<file path="src/rtl/disp_pkg.sv">
// disp_pkg: shared constants and helpers for the seven-segment scan driver.
// Imported by disp_mux and disp_mux_timer.
package disp_pkg;

  localparam int         DIGITS     = 4;
  localparam logic [7:0] SSEG_BLANK = 8'hFF;
  localparam logic [3:0] AN_OFF     = 4'b1111;

  function automatic logic [3:0] idx_to_an(input logic [1:0] idx);
    idx_to_an = ~(4'b0001 << idx);
  endfunction

endpackage

</file>
<file path="src/rtl/disp_mux_timer.sv">
// disp_mux_timer: slot counter and digit index for the display scan.
// Flags the blank window and the frame capture cycle.
module disp_mux_timer
  import disp_pkg::*;
#(
  parameter int DIGIT_CYCLES = 50000,
  parameter int BLANK_CYCLES = 500
) (
  input  logic       clk,
  input  logic       reset,
  output logic [1:0] idx,
  output logic       slot_blank,
  output logic       frame_cap
);

  localparam int CW = $clog2(DIGIT_CYCLES);

  logic [CW-1:0] cnt;

  always_ff @(posedge clk or posedge reset) begin
    if (reset) begin
      cnt <= '0;
      idx <= '0;
    end else if (cnt == CW'(DIGIT_CYCLES - 1)) begin
      cnt <= '0;
      idx <= idx + 2'd1;
    end else begin
      cnt <= cnt + CW'(1);
    end
  end

  assign slot_blank = (cnt < CW'(BLANK_CYCLES));
  assign frame_cap  = (cnt == '0) && (idx == 2'd0);

endmodule

</file>
<file path="src/rtl/disp_mux.sv">
// disp_mux: four-digit seven-segment scan with per-frame snapshot and blanking.
// Optional PWM dimming when DISP_MUX_DIM_EN is defined.
module disp_mux
  import disp_pkg::*;
#(
  parameter int DIGIT_CYCLES = 50000,
  parameter int BLANK_CYCLES = 500
) (
  input  logic       clk,
  input  logic       reset,
  input  logic [7:0] in0,
  input  logic [7:0] in1,
  input  logic [7:0] in2,
  input  logic [7:0] in3,
`ifdef DISP_MUX_DIM_EN
  input  logic [3:0] brightness,
`endif
  output logic [3:0] an,
  output logic [7:0] sseg,
  output logic       frame_start
);

  logic [1:0] idx;
  logic       slot_blank;
  logic       frame_cap;
  logic       lit;
  logic [7:0] sh [DIGITS];

  disp_mux_timer #(
    .DIGIT_CYCLES(DIGIT_CYCLES),
    .BLANK_CYCLES(BLANK_CYCLES)
  ) u_timer (
    .clk       (clk),
    .reset     (reset),
    .idx       (idx),
    .slot_blank(slot_blank),
    .frame_cap (frame_cap)
  );

  // Snapshot once per frame so a frame never mixes old and new patterns
  always_ff @(posedge clk or posedge reset) begin
    if (reset) begin
      sh[0] <= SSEG_BLANK;
      sh[1] <= SSEG_BLANK;
      sh[2] <= SSEG_BLANK;
      sh[3] <= SSEG_BLANK;
    end else if (frame_cap) begin
      sh[0] <= in0;
      sh[1] <= in1;
      sh[2] <= in2;
      sh[3] <= in3;
    end
  end

`ifdef DISP_MUX_DIM_EN
  logic [3:0] pwm_cnt;
  logic [3:0] bri_sh;

  always_ff @(posedge clk or posedge reset) begin
    if (reset) begin
      pwm_cnt <= '0;
      bri_sh  <= '0;
    end else begin
      pwm_cnt <= pwm_cnt + 4'd1;
      if (frame_cap) bri_sh <= brightness;
    end
  end

  always_comb begin
    lit = 1'b0;
    if (!slot_blank)
      lit = (pwm_cnt < bri_sh) || (bri_sh == 4'hF);
  end
`else
  always_comb begin
    lit = !slot_blank;
  end
`endif

  always_ff @(posedge clk or posedge reset) begin
    if (reset) begin
      an          <= AN_OFF;
      sseg        <= SSEG_BLANK;
      frame_start <= 1'b0;
    end else begin
      an          <= lit ? idx_to_an(idx) : AN_OFF;
      sseg        <= lit ? sh[idx] : SSEG_BLANK;
      frame_start <= frame_cap;
    end
  end

endmodule

</file>
<file path="config.mk">
export PLATFORM = sky130hd
export DESIGN_NAME = disp_mux
export DESIGN_NICKNAME = d
export VERILOG_FILES = /design/src/rtl/disp_pkg.sv /design/src/rtl/disp_mux_timer.sv /design/src/rtl/disp_mux.sv
export SDC_FILE = /design/constraint.sdc
export NUM_CORES = 1
export LEC_CHECK = 0
export CORE_MARGIN = 2
export CORE_UTILIZATION = 50
export DETAILED_ROUTE_END_ITERATION = 8
export GPL_ROUTABILITY_DRIVEN = 0
export HOLD_SLACK_MARGIN = 0.05
export PLACE_DENSITY_LB_ADDON = 0.3
export SLEW_MARGIN = 30
export SYNTH_ARGS = -nofsm -noshare
export SYNTH_HDL_FRONTEND = slang
export SYNTH_HIERARCHICAL = 1
export SYNTH_SLANG_ARGS = --single-unit
export TNS_END_PERCENT = 50
</file>
<file path="constraint.sdc">
create_clock -name clk -period 2.6 [get_ports clk]
set_input_delay 0.52 -clock clk [delete_from_list [all_inputs] [get_ports clk]]
set_output_delay 0.52 -clock clk [all_outputs]
set_load 0.02 [all_outputs]
</file>
==> results_dict.tcl <==
set metrics [dict create \
    outcome "completed" \
    power.leakage_nw 1.43 \
    timing.critical_path.buf_inv 1 \
    first_pass_iters 4 \
    seq_area_frac_synth 0.558 \
    io_pins 47 \
    worst_slew_pin_slew_ps 711 \
    startpoint_type "flop" \
    drt_iter0_drc 74 \
    fin_skew_ps 8.19 \
    finalWirelength_mm 5.29 \
    finalSetupViolCount 0 \
    cts_tree "built" \
    ant_nets 0 \
    ctsResizeCount 0 \
    syn_nets 242 \
    layout-drive-gt1-share 0.383 \
    slew_headroom 0.526 \
    dieHeight_um 80.5 \
    num_vias 1700 \
    netlist_instances 205 \
    tns_ps 0 \
    post_drt_wl_per_cell_um 15.7 \
    fmax_mhz 509 \
    antenna_cells 0 \
    crit_required_ps 2080 \
    yosysWarningCount 6 \
    regArea_mm2 0.00163 \
    synth_area_per_cell_um2 14.3 \
    rsz0062_at_grt "no" \
    yosys.area.top_type_share 0.396 \
    grt_usage 0.184 \
    portBuffers 46 \
    nets 296 \
    vias_per_cell 5.06 \
    hp-class "flop to flop" \
    post_cts_buffers 0 \
    rows 27 \
    dieWidth_um 80.5 \
    yosysTopAreaCell "dfstp_2" \
    cts_buffers 9 \
    fp.dieArea_mm2 0.00647 \
    overflow 0 \
    rrSetupSlack_ps 660 \
    criticalPathCategory "flop to output pin" \
    grt_max_degree 46 \
    maxCapViolations 0 \
    ys_types 30 \
    synth.cell_area_mm2 0.00292 \
    fin_crit_sh 0.756 \
    power.density_mw_per_mm2 525 \
    dp_hpwl_mm 3.48 \
    grt_pass1_wl_mm 8.58 \
    fin_hold_ws_ps 508 \
    antenna_found_initial 0 \
    path_cells "clkdlybuf4s50_1" \
    power_mw 1.89 \
    cp_top_family "buffers and inverters" \
    nFillCells 430 \
    cp_slowest_cell "clkdlybuf4s50_1" \
    area_growth_pct 23.1 \
    maxSlewViolCount 0 \
    worstSetupEndpointType "output pin" \
    synth_area_leaders "dfstp_2 40%, dfrtp_1 16%, mux2_4 15%" \
    core-area_mm2 0.00557 \
    final-hold-violation-count 0 \
    hold_buffers 0 \
    min_period_ps 1960 \
    cp_max_fo 1 \
    ys_seq_elements 63 \
    clock_latency_ps 330 \
    cp.arrival_ps 1440 \
    clock-sinks 63 \
    clk_path_buf_depth 2 \
    multi_input_area_mm2 0.00116 \
    drc 0 \
    start_util 0.524 \
    clkTransAtPathRegs_ps 60 \
    ctsRootBufferMaster "clkbuf_8" \
    max-vdd-ir-drop_mv 0.367 \
    first_global_vias 1725 \
    critical_path.max_stage_delay_ps 590 \
    cts_max_level 3 \
]
-- per-stage QoR --
step           cells  utilization  setup WS, ps  instance area (um^2)
6_report         336        0.646           635                  3600
3_3_place_gp     320        0.615           686                  3430
4_1_cts          336        0.646           609                  3600
5_1_grt          336        0.646           512                  3600
3_5_place_dp     320        0.615           672                  3430
2_1_floorplan    205            -           771                  2920
-- state kept, by name, summed over array words and instances (netlist names) --
signal / cells
sh: 32
u_timer/cnt: 16
sseg: 8
an: 4
u_timer/idx: 2
frame_start: 1
-- logic make-up after synthesis --
logic type | after synthesis | share of synthesized area
simple gates | 50 | 0.0963
flops | 63 | 0.558
fa+ha+maj | 3 | 0.0128
buf+inv | 17 | 0.0467
xor+xnor | 15 | 0.0449
mux | 49 | 0.220
compound gates | 8 | 0.0205
-- cells in the mapped netlist --
cell and number:
nand4_1 3, dfstp_2 44, xor2_1 6, nor4_2 3
and3_1 1, nor2_1 13, nor2_2 1, buf_4 2
inv_1 9, nand2_1 5, xnor2_1 9, a22oi_1 8
buf_2 1, nand3_1 8, nand3_2 1, nand4_2 1
nor3_2 1, buf_6 2, mux2i_1 16, nor4_1 2
dfrtp_1 19, ha_1 3, buf_12 3, nand2b_1 1
or3_1 1, nor3_1 7, mux2_2 2, mux2_1 1
mux2_4 30, nor2b_1 2
-- worst paths after layout --
kind,endpoint,start,cells after the start
max,sseg[6],sseg[6]$_DFF_PP1_,1
min,u_timer/cnt[0]$_DFF_PP0_,u_timer/cnt[0]$_DFF_PP0_,1
max reg2reg,sh[13]$_DFFE_PP1P_,u_timer/cnt[10]$_DFF_PP0_,5
min reg2reg,u_timer/cnt[0]$_DFF_PP0_,u_timer/cnt[0]$_DFF_PP0_,1
max in group asynchronous,u_timer/cnt[6]$_DFF_PP0_,reset,2
min in group asynchronous,u_timer/cnt[12]$_DFF_PP0_,reset,2
-- cell usage in the layout (no fill, tap or decap), drive strengths merged --
cell           netlist  layout
nor3                 8       8
buf                  8       5
clkinv               0       2
nor2                14      14
dfstp               44      44
and3                 1       1
xnor2                9       9
nor2b                2       2
nand4                4       4
clkdlybuf4s50        0      46
mux2                33      33
nand2b               1       1
nand3                9       9
inv                  9       8
xor2                 6       6
ha                   3       3
nand2                5       5
clkbuf               0      15
or3                  1       1
mux2i               16      16
dfrtp               19      19
a22oi                8       8
nor4                 5       5
-- power breakdown --
part           leakage [nW]  internal (mW)  switching (mW)  total (mW)
clock                0.0877          0.398           0.328       0.727
combinational         0.633         0.0806          0.0400       0.121
sequential            0.714           1.03          0.0144        1.04
total                  1.43           1.51           0.383        1.89
-- routing by layer --
layer / wire length [um] / global-route usage
met5: 0 / 0
met4: 40 / 0.0797
met3: 355 / 0.0764
met2: 2550 / 0.269
met1: 2350 / 0.238
-- layout make-up --
class / count / area share
inverter: 9 / 0.00939
clock buffer: 15 / 0.0462
clock inverter: 1 / 0.00139
sequential: 63 / 0.453
timing repair buffer: 51 / 0.142
multi-input combinational: 125 / 0.323
tap: 72 / 0.0250
(Power assumes the default switching activity.)
